[src/rtl/alu_arbiter_if.sv]
// Bus bundle between the two requesters, the shared ALU and the response
// consumer. The slave modport is the arbiter's view; the master modport is
// the view of everything around it (requesters, ALU, consumer).
//
// Handshake rule for both the request and the response channels: a transfer
// happens on a rising clock edge where valid and ready are both high. Once
// valid is raised, the producer holds valid and payload stable until that
// transfer happens. Ready may depend combinationally on valid.
interface alu_arbiter_if #(
   parameter int WIDTH = 32
);
   // Requester 0
   logic             req0_valid_i;
   logic             req0_ready_o;
   logic [WIDTH-1:0] req0_data1_i;
   logic [WIDTH-1:0] req0_data2_i;
   logic [2:0]       req0_action_i;

   // Requester 1
   logic             req1_valid_i;
   logic             req1_ready_o;
   logic [WIDTH-1:0] req1_data1_i;
   logic [WIDTH-1:0] req1_data2_i;
   logic [2:0]       req1_action_i;

   // Shared combinational ALU
   logic [WIDTH-1:0] alu_data1_o;
   logic [WIDTH-1:0] alu_data2_o;
   logic [2:0]       alu_action_o;
   logic [WIDTH-1:0] alu_result_i;

   // Response channel
   logic             rsp_valid_o;
   logic             rsp_ready_i;
   logic             rsp_id_o;
   logic [WIDTH-1:0] rsp_result_o;

   modport slave (
      input  req0_valid_i, req0_data1_i, req0_data2_i, req0_action_i,
      output req0_ready_o,
      input  req1_valid_i, req1_data1_i, req1_data2_i, req1_action_i,
      output req1_ready_o,
      output alu_data1_o, alu_data2_o, alu_action_o,
      input  alu_result_i,
      output rsp_valid_o, rsp_id_o, rsp_result_o,
      input  rsp_ready_i
   );

   modport master (
      output req0_valid_i, req0_data1_i, req0_data2_i, req0_action_i,
      input  req0_ready_o,
      output req1_valid_i, req1_data1_i, req1_data2_i, req1_action_i,
      input  req1_ready_o,
      input  alu_data1_o, alu_data2_o, alu_action_o,
      output alu_result_i,
      input  rsp_valid_o, rsp_id_o, rsp_result_o,
      output rsp_ready_i
   );
endinterface

[src/rtl/alu_arbiter.sv]
// Two-requester round-robin front end for a single shared combinational ALU.
// One operation is in flight at a time: IDLE grants and registers a request,
// EXEC drives the ALU from registered operands for a fixed number of cycles,
// RESP holds the captured result until the consumer takes it.
//
// Timing from an accept at edge T: the first EXEC cycle lets the registered
// operands settle through the ALU, then the cycle counter runs down to zero
// and the result is captured. Non-MUL responses appear after edge T+2, MUL
// responses after edge T+1+MUL_LAT.
module alu_arbiter #(
   parameter int WIDTH   = 32,
   parameter int MUL_LAT = 3   // legal range 1..15
) (
   input  logic         clk_i,
   input  logic         rst_i,    // asynchronous, active-low
   alu_arbiter_if.slave bus,
   output logic [1:0]   state_o   // FSM state for observation
);

   typedef enum logic [1:0] {
      IDLE = 2'd0,
      EXEC = 2'd1,
      RESP = 2'd2
   } state_t;

   localparam logic [2:0] ACT_MUL  = 3'b100;
   localparam logic [3:0] MUL_LOAD = 4'(MUL_LAT - 1);

   state_t           state;
   logic             ptr;        // round-robin preference: requester to favour
   logic [3:0]       count;      // remaining EXEC cycles before capture
   logic             settle;     // first EXEC cycle after an accept
   logic             op_id;      // owner of the operation in flight
   logic [WIDTH-1:0] alu_d1_q;
   logic [WIDTH-1:0] alu_d2_q;
   logic [2:0]       alu_act_q;
   logic             rsp_valid_q;
   logic             rsp_id_q;
   logic [WIDTH-1:0] rsp_result_q;

   logic             grant0;
   logic             grant1;
   logic             accept;
   logic [WIDTH-1:0] acc_d1;
   logic [WIDTH-1:0] acc_d2;
   logic [2:0]       acc_act;

   // Grant: the favoured requester wins if valid, otherwise the other one.
   // Gated with reset so ready stays low while reset is held.
   assign grant0 = rst_i && (state == IDLE) && bus.req0_valid_i &&
                   (!ptr || !bus.req1_valid_i);
   assign grant1 = rst_i && (state == IDLE) && bus.req1_valid_i &&
                   ( ptr || !bus.req0_valid_i);
   assign accept = grant0 || grant1;

   // Payload of the granted requester
   assign acc_d1  = grant1 ? bus.req1_data1_i  : bus.req0_data1_i;
   assign acc_d2  = grant1 ? bus.req1_data2_i  : bus.req0_data2_i;
   assign acc_act = grant1 ? bus.req1_action_i : bus.req0_action_i;

   assign bus.req0_ready_o = grant0;
   assign bus.req1_ready_o = grant1;

   assign bus.alu_data1_o  = alu_d1_q;
   assign bus.alu_data2_o  = alu_d2_q;
   assign bus.alu_action_o = alu_act_q;

   assign bus.rsp_valid_o  = rsp_valid_q;
   assign bus.rsp_id_o     = rsp_id_q;
   assign bus.rsp_result_o = rsp_result_q;

   assign state_o = state;

   // Main FSM: accept in IDLE, count down in EXEC, hold the response in RESP.
   always_ff @(posedge clk_i or negedge rst_i) begin
      if (!rst_i) begin
         state        <= IDLE;
         ptr          <= 1'b0;
         count        <= 4'd0;
         settle       <= 1'b0;
         op_id        <= 1'b0;
         alu_d1_q     <= '0;
         alu_d2_q     <= '0;
         alu_act_q    <= 3'b000;
         rsp_valid_q  <= 1'b0;
         rsp_id_q     <= 1'b0;
         rsp_result_q <= '0;
      end else begin
         case (state)
            IDLE: begin
               if (accept) begin
                  // Operands and action go straight to the ALU registers and
                  // stay there until the next accept.
                  alu_d1_q  <= acc_d1;
                  alu_d2_q  <= acc_d2;
                  alu_act_q <= acc_act;
                  op_id     <= grant1;
                  count     <= (acc_act == ACT_MUL) ? MUL_LOAD : 4'd0;
                  settle    <= 1'b1;
                  state     <= EXEC;
               end
            end

            EXEC: begin
               if (settle) begin
                  settle <= 1'b0;
               end else if (count == 4'd0) begin
                  // ALU output is passed through untouched.
                  rsp_result_q <= bus.alu_result_i;
                  rsp_id_q     <= op_id;
                  rsp_valid_q  <= 1'b1;
                  state        <= RESP;
               end else begin
                  count <= count - 4'd1;
               end
            end

            RESP: begin
               if (bus.rsp_ready_i) begin
                  // Next time, favour the requester that was not just served.
                  rsp_valid_q <= 1'b0;
                  ptr         <= ~rsp_id_q;
                  state       <= IDLE;
               end
            end

            default: begin
               state <= IDLE;
            end
         endcase
      end
   end

endmodule

[src/flat_wrapper.sv]
// flat-port wrapper written by rule: the top's interface ports become plain ports
module alu_arbiter_flat 
#(
   parameter int WIDTH   = 32,
   parameter int MUL_LAT = 3                       
)
  (clk_i, rst_i, state_o, bus_req0_valid_i, bus_req0_data1_i, bus_req0_data2_i, bus_req0_action_i, bus_req0_ready_o, bus_req1_valid_i, bus_req1_data1_i, bus_req1_data2_i, bus_req1_action_i, bus_req1_ready_o, bus_alu_data1_o, bus_alu_data2_o, bus_alu_action_o, bus_alu_result_i, bus_rsp_valid_o, bus_rsp_id_o, bus_rsp_result_o, bus_rsp_ready_i);
  alu_arbiter_if #(.WIDTH(WIDTH)) bus_i ();
  input  logic clk_i;
  input  logic rst_i;
  output logic [1:0] state_o;
  input wire logic [$bits(bus_i.req0_valid_i)-1:0] bus_req0_valid_i;
  input wire logic [$bits(bus_i.req0_data1_i)-1:0] bus_req0_data1_i;
  input wire logic [$bits(bus_i.req0_data2_i)-1:0] bus_req0_data2_i;
  input wire logic [$bits(bus_i.req0_action_i)-1:0] bus_req0_action_i;
  output wire logic [$bits(bus_i.req0_ready_o)-1:0] bus_req0_ready_o;
  input wire logic [$bits(bus_i.req1_valid_i)-1:0] bus_req1_valid_i;
  input wire logic [$bits(bus_i.req1_data1_i)-1:0] bus_req1_data1_i;
  input wire logic [$bits(bus_i.req1_data2_i)-1:0] bus_req1_data2_i;
  input wire logic [$bits(bus_i.req1_action_i)-1:0] bus_req1_action_i;
  output wire logic [$bits(bus_i.req1_ready_o)-1:0] bus_req1_ready_o;
  output wire logic [$bits(bus_i.alu_data1_o)-1:0] bus_alu_data1_o;
  output wire logic [$bits(bus_i.alu_data2_o)-1:0] bus_alu_data2_o;
  output wire logic [$bits(bus_i.alu_action_o)-1:0] bus_alu_action_o;
  input wire logic [$bits(bus_i.alu_result_i)-1:0] bus_alu_result_i;
  output wire logic [$bits(bus_i.rsp_valid_o)-1:0] bus_rsp_valid_o;
  output wire logic [$bits(bus_i.rsp_id_o)-1:0] bus_rsp_id_o;
  output wire logic [$bits(bus_i.rsp_result_o)-1:0] bus_rsp_result_o;
  input wire logic [$bits(bus_i.rsp_ready_i)-1:0] bus_rsp_ready_i;
  assign bus_i.req0_valid_i = bus_req0_valid_i;
  assign bus_i.req0_data1_i = bus_req0_data1_i;
  assign bus_i.req0_data2_i = bus_req0_data2_i;
  assign bus_i.req0_action_i = bus_req0_action_i;
  assign bus_req0_ready_o = bus_i.req0_ready_o;
  assign bus_i.req1_valid_i = bus_req1_valid_i;
  assign bus_i.req1_data1_i = bus_req1_data1_i;
  assign bus_i.req1_data2_i = bus_req1_data2_i;
  assign bus_i.req1_action_i = bus_req1_action_i;
  assign bus_req1_ready_o = bus_i.req1_ready_o;
  assign bus_alu_data1_o = bus_i.alu_data1_o;
  assign bus_alu_data2_o = bus_i.alu_data2_o;
  assign bus_alu_action_o = bus_i.alu_action_o;
  assign bus_i.alu_result_i = bus_alu_result_i;
  assign bus_rsp_valid_o = bus_i.rsp_valid_o;
  assign bus_rsp_id_o = bus_i.rsp_id_o;
  assign bus_rsp_result_o = bus_i.rsp_result_o;
  assign bus_i.rsp_ready_i = bus_rsp_ready_i;
  alu_arbiter #(.WIDTH(WIDTH), .MUL_LAT(MUL_LAT)) u_core (.clk_i(clk_i), .rst_i(rst_i), .bus(bus_i), .state_o(state_o));
endmodule
[config.mk]
export PLATFORM = sky130hd
export DESIGN_NAME = alu_arbiter_flat
export DESIGN_NICKNAME = d
export VERILOG_FILES = /design/src/rtl/alu_arbiter_if.sv /design/src/rtl/alu_arbiter.sv /design/src/flat_wrapper.sv
export SDC_FILE = /design/constraint.sdc
export NUM_CORES = 1
export LEC_CHECK = 0
export ABC_AREA = 0
export BUFFER_PORTS_ARGS = -buffer_cell sky130_fd_sc_hd__buf_4
export CAP_MARGIN = 10
export CORE_MARGIN = 10
export CORE_UTILIZATION = 41
export CTS_CLUSTER_DIAMETER = 30
export DETAILED_ROUTE_END_ITERATION = 12
export GPL_TIMING_DRIVEN = 0
export PLACE_DENSITY = 0.81
export SLEW_MARGIN = 30
export SYNTH_ARGS = -nofsm -noshare
export SYNTH_HDL_FRONTEND = slang
export SYNTH_SLANG_ARGS = --single-unit
[constraint.sdc]
create_clock -name clk_i -period 2.8 [get_ports clk_i]
set_input_delay 0 -clock clk_i [delete_from_list [all_inputs] [get_ports clk_i]]
set_output_delay 0 -clock clk_i [all_outputs]
set_load 0.1 [all_outputs]
== Word-level counts from Yosys, hierarchy flattened ==
Cells that the tools add are included.

* Register bits: 110
* Latch bits: 0
* Bits in writable memories: 0
* Bits in read-only memories: 0
* Input port bits: 171
* Output and inout port bits: 105
* Logic and storage cells: 63
* Memories: 0

* Add/subtract/negate cells: 1
* Multiply operators: 0
* Divide/modulo/power cells: 0
* Magnitude comparators: 0
* Eq/ne operators: 8
* Shifts and indexed selects: 0
* Mux-type cells: 19
* Bitwise gates (word level): 2
* Reduce and logical (&&, ||, !) cells: 22

{| class="wikitable"
|+ Operators with widths
! operator !! count
|-
| two-way mux 32 bit || 2
|-
| two-way mux 4 bit || 3
|-
| AND reduction 4 bit || 3
|-
| two-way mux 2 bit || 5
|-
| case mux 4 bit (2 select lines) || 1
|-
| inequality test 2 bit, second input constant || 3
|-
| case mux 2 bit (3 select lines) || 1
|-
| AND reduction 2 bit || 3
|-
| logical AND 1 bit || 5
|-
| zero test 4 bit || 1
|-
| two-way mux 1 bit || 4
|-
| inequality test 2 x 1 -> 1 bit, second input constant || 2
|-
| case mux 1 bit (2 select lines) || 2
|-
| nonzero test 2 bit || 2
|-
| subtractor 4 x 1 -> 4 bit, second input constant || 1
|-
| equality test 3 bit, second input constant || 1
|-
| zero test 1 bit || 3
|-
| logical OR 1 bit || 3
|-
| two-way mux 3 bit || 1
|-
| AND reduction 3 bit || 1
|-
| equality test 2 x 1 -> 1 bit, second input constant || 1
|-
| equality test 2 bit, second input constant || 1
|-
| zero test 2 bit || 1
|-
| inverter 1 bit || 2
|}

== Longest topological paths before layout ==
Gate-level depths: netlist of the first run.

* Depth after elaboration: 9
* Mapped depth: 7
* Mapped depth without buffers: 6

== Worst setup path after synthesis of the first run ==
OpenSTA, ideal clock, no wires.

* Kind: flip-flop to output port
* Start point: reg u_core.state[0] (netlist: u_core.state_o[0])
* End point: out bus_req1_ready_o
* Arrival: 2.397 ns
* Required time: 2.800 ns
* Path slack: 0.403 ns
* Cell stages (with the launch flop): 6
* Buffers on the path: 2
* Cell sequence: dfrtp_1 > nor3b_1 > nand3_1 > clkbuf_1 > buf_1 > inv_1

* Word-level cells in the longest chain between the ends: 4

{| class="wikitable"
|+ RTL lines
! item !! RTL line !! text
|-
| start: declaration || alu_arbiter.sv:29 || <nowiki>state_t state;</nowiki>
|-
| start signal: assignment || alu_arbiter.sv:77 || <nowiki>state <= IDLE;</nowiki>
|-
| start signal: assignment || alu_arbiter.sv:100 || <nowiki>state <= EXEC;</nowiki>
|-
| start signal: assignment || alu_arbiter.sv:112 || <nowiki>state <= RESP;</nowiki>
|-
| zero test 2 bit || alu_arbiter.sv:52 || <nowiki>assign grant1 = rst_i && (state == IDLE) && bus.req1_valid_i &&</nowiki>
|-
| logical AND 1 bit (3 in series) || alu_arbiter.sv:52 ||
|-
| end: declaration || flat_wrapper.sv:21 || <nowiki>output wire logic [$bits(bus_i.req1_ready_o)-1:0] bus_req1_ready_o;</nowiki>
|}

Every way passes these cells.

== Worst setup path after layout of the first run ==
* Start point: reg u_core.state[0] (netlist: u_core.state_o[0])
* End point: reg u_core.alu_d1_q[26] (netlist: u_core.bus.alu_data1_o[26])

* Word-level cells in the longest chain between the ends: 6
* Elaborated cells between the ends (all ways): 9
* Those cells by class: mux (1); reduce/logical (8)

{| class="wikitable"
|+ RTL lines
! item !! RTL line !! text
|-
| zero test 2 bit * || alu_arbiter.sv:50, alu_arbiter.sv:52, alu_arbiter.sv:89 ||
|-
| logical AND 1 bit || alu_arbiter.sv:50, alu_arbiter.sv:52 ||
|-
| logical AND 1 bit, on equally long branches (2 in series) || alu_arbiter.sv:50, alu_arbiter.sv:52 ||
|-
| logical OR 1 bit || alu_arbiter.sv:54 || <nowiki>assign accept = grant0 || grant1;</nowiki>
|-
| AND reduction 2 bit (no source line) || -- ||
|-
| end signal: assignment || alu_arbiter.sv:82 || <nowiki>alu_d1_q <= '0;</nowiki>
|-
| end signal: assignment || alu_arbiter.sv:94 || <nowiki>alu_d1_q <= acc_d1;</nowiki>
|-
| end: declaration || alu_arbiter.sv:34 || <nowiki>logic [WIDTH-1:0] alu_d1_q;</nowiki>
|}

Mark *: on every way between the ends. The rest lies on a longest branch, timed or not.
A chain may end at the register's enable or synchronous reset.

==> flow_summary.toml, run 1 <==
[detailed_routing]
met2WireLength_um = 10400
highest_signal_layer_in_the_routed_design = "met4"
post_drt_via_cell_ratio = 4.97
avgRoutedWirePerCell_um = 20.0
met3WireLength_um = 1800
drt-total-wl_um = 19800
wl_met1_um = 7250
final_antenna_net_count = 0
via_count = 4918
drtIter0Drc = 295
detail_route.drc_violations = 0
drt_first_pass_iters = 4

[flow_run]
maximum_capacitance_violations = 0

[clock_tree]
clock_sink_count = 110
htree_num_levels = 3
cts.reportedPaths.clkPinSlew_ns = 0.08
cts_tree = "done"
clock_latency_ns = 0.34
cts_made_buffers = 9
cts_root_buffer = "clkbuf_16"
post-cts-setup-buffers = 0
clock_tree.buffer_depth = 2
cts_hold_buffers = 138

[layout]
num_antenna_cells = 0
layout.nets = 1015
area_of_combinational_cells_with_multiple_inputs_um2 = 1990
fillerInstances = 707
drive_gt1_share_pct = 39.9
final-seq-area_um2 = 2750
area_delta_synth_final_pct = 79.9

[timing]
hold_ws_ns = -0.301
max_freq_mhz = 401
fin_crit_period_ns = 2.49
final_min_period_over_clock_period_pct = 89.0
finClkSkew_ns = 0.00923
worst_slew_margin_rel_pct = 44.3
tightestPinTransition_ns = 0.836
rsz0062_at_grt = "no"
finalSetupViolCount = 0
final.setup.worst_slack_ns = 0.309
final-max-slew-violation-count = 0
report.final.hold_viol_count = 113

[outcome]
violations = "hold timing"
outcome = "complete, but fails checks"

[die]
standard_cell_core_area_um2 = 11600
die-area_um2 = 16800
ioPinCount = 276
floorplan.initialDensity_pct = 42.5
floorplan.die.width_um = 130
chipHeight_um = 130
placementRows = 39

[grt]
antenna_found_initial = 0
grt_remaining_overflow = 0
grt_start_max_net_pins = 112
grt_pass1_vias = 5457
grt_use_total_pct = 22.8
global_route_wire_length_before_repair_um = 29800

[synth]
synth_sequential_area_ratio_pct = 56.0
synth.avg_cell_area_um2 = 11.8
synth_enable_flop_cells = 0
synth_commonest_cells = "110 x dfrtp_1, 78 x nand2_1, 71 x o21ai_0"
netlist.area_leader.share_pct = 56.0
synthArstFlopShare_pct = 100
netlist_area_um2 = 4920
post_synth_main_area_contributors = "dfrtp_1 56%, mux2i_1 14%, mux2_4 8.5%, o21ai_0 7.2%, nand2_1 6.0%"
post_synth_num_cell_types = 26
yosys.area.top_type = "dfrtp_1"
synth_flop_cell = "dfrtp_1"
yosys_register_bits = 110
yosysMostFrequentCell = "dfrtp_1"
synth.net_count = 591
mapped_cells = 418
count_of_synthesis_stage_warnings_from_yosys = 0

[setup_path]
worstSetupEndpointType = "register"
timing.critical_path.fanout_max = 10
worst_ep_arrival_ns = 2.72
required_ns = 3.03
timing_worst_setup_path_type = "register to register"
worstSetupStartpointType = "register"
crit_slowest_cell = "dlygate4sd3_1"
cp_slowest_stage_delay_ns = 0.58
crit_path_cell_trace = "nor3b_2 > nand3_1 > clkbuf_1 > buf_2 > mux2i_1 > dlygate4sd3_1 > o21ai_0"

[placed_design]
detailed_place_hpwl_um = 13100
preCtsSetupSlack_ns = -0.0452
port_buffers = 275
place_congestion = 0.776

[worst_hold_path]
hold_class = "input pin to async pin"
-- logic make-up after synthesis --
logic type                 Yosys count  synth area share [%]
muxes                              101                  23.5
buffers and inverters               30                  3.61
adders and majority gates            2                 0.509
and+or+nand+nor                     99                  8.37
xor gates and xnor gates             2                 0.356
AOI/OAI and AO/OA                   74                  7.66
DFF                                110                  56.0
-- worst paths after layout --
check	start	end	slack, ns	cells past startpoint
max	u_core.state_o[0]	u_core.bus.alu_data1_o[26]	0.31	7
max in group asynchronous	rst_i	u_core.bus.rsp_result_o[12]	2.50	1
min	rst_i	u_core.bus.alu_data2_o[17]	-0.30	1
min reg2reg	u_core.bus.alu_data2_o[26]	u_core.bus.alu_data2_o[26]	0.48	2
max reg2reg	u_core.state_o[0]	u_core.bus.alu_data1_o[26]	0.31	7
min in group clk_i	bus_req1_data1_i[18]	u_core.bus.alu_data1_o[18]	-0.02	3
-- final cells by class --
| type | instances | area share [%] |
|---|---|---|
| Clock buffer | 10 | 2.70 |
| Multi-Input combinational cell | 278 | 22.5 |
| Sequential cell | 110 | 31.1 |
| Buffer | 27 | 1.89 |
| Clock inverter | 6 | 0.608 |
| Timing Repair Buffer | 413 | 39.0 |
| Tap cell | 143 | 2.02 |
| Inverter | 3 | 0.127 |
-- stage by stage --
stage | hold WS (ns) | util (%) | setup TNS (ns) | area, um2 | instances
2_1_floorplan | -0.296 | - | 0 | 4920 | 418
3_3_place_gp | 0.213 | 61.9 | -4.20 | 7160 | 836
3_5_place_dp | 0.207 | 62.0 | -0.430 | 7170 | 836
4_1_cts | -0.156 | 76.4 | 0 | 8840 | 990
5_1_grt | -0.211 | 76.5 | 0 | 8850 | 990
6_report | -0.301 | 76.5 | 0 | 8850 | 990
-- repair_timing --
action | 4_1_cts | 5_1_grt
gates resized for setup | 0 | 3
setup endpoints to repair | 0 | 33
hold endpoints to repair | 196 | 110
-- critical path, delay by kind of cell (launching register included) --
| family | cells | cell delay [ns] |
|---|---|---|
| mux | 1 | 0.14 |
| buf+inv | 3 | 1.11 |
| compound gates | 1 | 0.27 |
| simple gates | 2 | 0.42 |
| flops | 1 | 0.44 |
-- state kept, by name (all words and copies together) (netlist names) --
register / flops
u_core.bus.rsp_id_o: 1
u_core.op_id: 1
u_core.bus.alu_action_o: 3
u_core.bus.alu_data2_o: 32
u_core.bus.rsp_result_o: 32
u_core.bus.rsp_valid_o: 1
u_core.ptr: 1
u_core.settle: 1
u_core.state_o: 2
u_core.bus.alu_data1_o: 32
u_core.count: 4
-- placed cells by master (no fill, tap or decap), types with 3 or more instances in the layout --
cell type and instances:
mux2i_1 68, buf_2 7, mux2_2 5, o21ai_0 71, clkbuf_16 9, inv_1 3, nand2_1 78, buf_12 3
nand2b_1 3, clkbuf_1 15, dlygate4sd3_1 138, buf_4 274, nor2_1 6, nand3_1 4, mux2_4 28, dfrtp_1 110
-- per-layer routing --
layer / vias to the layer above / track usage [%]
li1: 2276 / -
met1: 2389 / 24.0
met2: 227 / 42.6
met3: 26 / 7.22
met4: 0 / 6.48
met5: - / 0
Power of run 1 is left out: the tool's default activity adds up to more than one toggle a clock period on the data nets, which glitch-free logic cannot reach.
==> inputs of run 2 (changes only) <==
BUFFER_PORTS_ARGS = unset   (was -buffer_cell sky130_fd_sc_hd__buf_4)
DONT_BUFFER_PORTS = 1   (was unset)
PLACE_DENSITY = 0.61   (was 0.81)
SKIP_CTS_REPAIR_TIMING = 1   (was unset)
==> flow_summary.toml, run 2 <==
[outcome]
outcome = "did not finish"
last-stage-reached = "global routing (5_1_grt)"
error_message = "[ERROR RSZ-0060] Max buffer count reached."

[die]
floorplan.initialDensity_pct = 42.5
placementRows = 39
chipHeight_um = 130
floorplan.die.width_um = 130
ioPinCount = 276

[synth]
netlist.area_leader.share_pct = 56.0
synth_commonest_cells = "110 x dfrtp_1, 78 x nand2_1, 71 x o21ai_0"
synth_enable_flop_cells = 0
mapped_cells = 418
synth_simple_gate_area_share_pct = 8.37
yosysMostFrequentCell = "dfrtp_1"
post_synth_num_cell_types = 26
synth-adder-area-share_pct = 0.509
yosys_register_bits = 110
synth_sequential_area_ratio_pct = 56.0
synth_mux_area_share_pct = 23.5
synth_xor_xnor_area_share_pct = 0.356
yosys.area.top_type = "dfrtp_1"
synthArstFlopShare_pct = 100
synth.avg_cell_area_um2 = 11.8
count_of_synthesis_stage_warnings_from_yosys = 0
synth_flop_cell = "dfrtp_1"
netlist_area_um2 = 4920
synth.net_count = 591
synth_compound_gate_area_share_pct = 7.66
post_synth_main_area_contributors = "dfrtp_1 56%, mux2i_1 14%, mux2_4 8.5%, o21ai_0 7.2%, nand2_1 6.0%"
synth_top_family_by_area = "multiplexers"

[clock_tree]
clock_tree.buffer_depth = 2
htree_num_levels = 3
clock_sink_count = 110
cts_made_buffers = 9
cts_root_buffer = "clkbuf_16"

[placed_design]
port_buffers = 0
dp.cells = 561
detailed_place_hpwl_um = 11100
place_congestion = 0.783

[timing]
worst_endpoint = "u_core.state_o[0]$_DFFE_PN0P_/D"
timing.worst_endpoint.kind = "register input"

[grt]
grt_start_max_net_pins = 112
-- run 2: cells by family after synthesis --
group,after synthesis
flops,110
buf+inv,30
xor+xnor,2
fa+ha+maj,2
mux,101
compound gates,74
simple gates,99
-- run 2: per-stage QoR --
step / setup TNS [ns] / hold slack [ns] / setup WS (ns) / area (um2)
floorplan: 0 / -0.296 / 0.403 / 4920
global placement: -2.62 / -0.292 / -0.276 / 5100
detailed placement: -3.68 / -0.292 / -0.293 / 5100
CTS: -4.78 / -0.674 / -0.691 / 5380
==> inputs of run 3 (changes only) <==
CORE_UTILIZATION = 26   (was 41)
CTS_CLUSTER_DIAMETER = unset   (was 30)
PLACE_DENSITY = unset   (was 0.61)
PLACE_DENSITY_LB_ADDON = 0.15   (was unset)
==> flow_summary.toml, run 3 <==
[outcome]
last-stage-reached = "global routing (5_1_grt)"
outcome = "did not finish"
error_message = "[ERROR RSZ-0060] Max buffer count reached."

[synth]
yosys.area.top_type = "dfrtp_1"
mapped_cells = 418
synth_sequential_area_ratio_pct = 56.0
synthArstFlopShare_pct = 100
netlist.area_leader.share_pct = 56.0
synth.avg_cell_area_um2 = 11.8
synth.net_count = 591
post_synth_main_area_contributors = "dfrtp_1 56%, mux2i_1 14%, mux2_4 8.5%, o21ai_0 7.2%, nand2_1 6.0%"
synth_enable_flop_cells = 0
yosys_register_bits = 110
synth_flop_cell = "dfrtp_1"
count_of_synthesis_stage_warnings_from_yosys = 0
post_synth_num_cell_types = 26
synth_commonest_cells = "110 x dfrtp_1, 78 x nand2_1, 71 x o21ai_0"
netlist_area_um2 = 4920
yosysMostFrequentCell = "dfrtp_1"

[die]
ioPinCount = 276
floorplan.die.width_um = 158
floorplan.initialDensity_pct = 26.4
placementRows = 50
chipHeight_um = 158

[clock_tree]
clock_sink_count = 110
clock_tree.buffer_depth = 2
cts_made_buffers = 9
htree_num_levels = 3
cts_root_buffer = "clkbuf_16"

[placed_design]
place_congestion = 0.722
preCtsSetupSlack_ns = -0.441
dp.cells = 652
port_buffers = 0
detailed_place_hpwl_um = 11500

[grt]
grt_start_max_net_pins = 112

[timing]
timing.worst_endpoint.kind = "register input"
worst_endpoint = "u_core.bus.alu_data2_o[5]$_DFFE_PN0P_/D"
run 3: logic make-up after synthesis:
family	share of synthesized area, %
simple gates	8.37
buf+inv	3.61
flops	56.0
mux	23.5
compound gates	7.66
fa+ha+maj	0.509
xor+xnor	0.356
run 3: metrics by stage:
stage / setup TNS (ns) / hold WS [ns] / area, um2
4_1_cts: -10.81 / -0.682 / 5520
3_5_place_dp: -9.43 / -0.292 / 5210
3_3_place_gp: -8.85 / -0.292 / 5210
2_1_floorplan: 0 / -0.296 / 4920
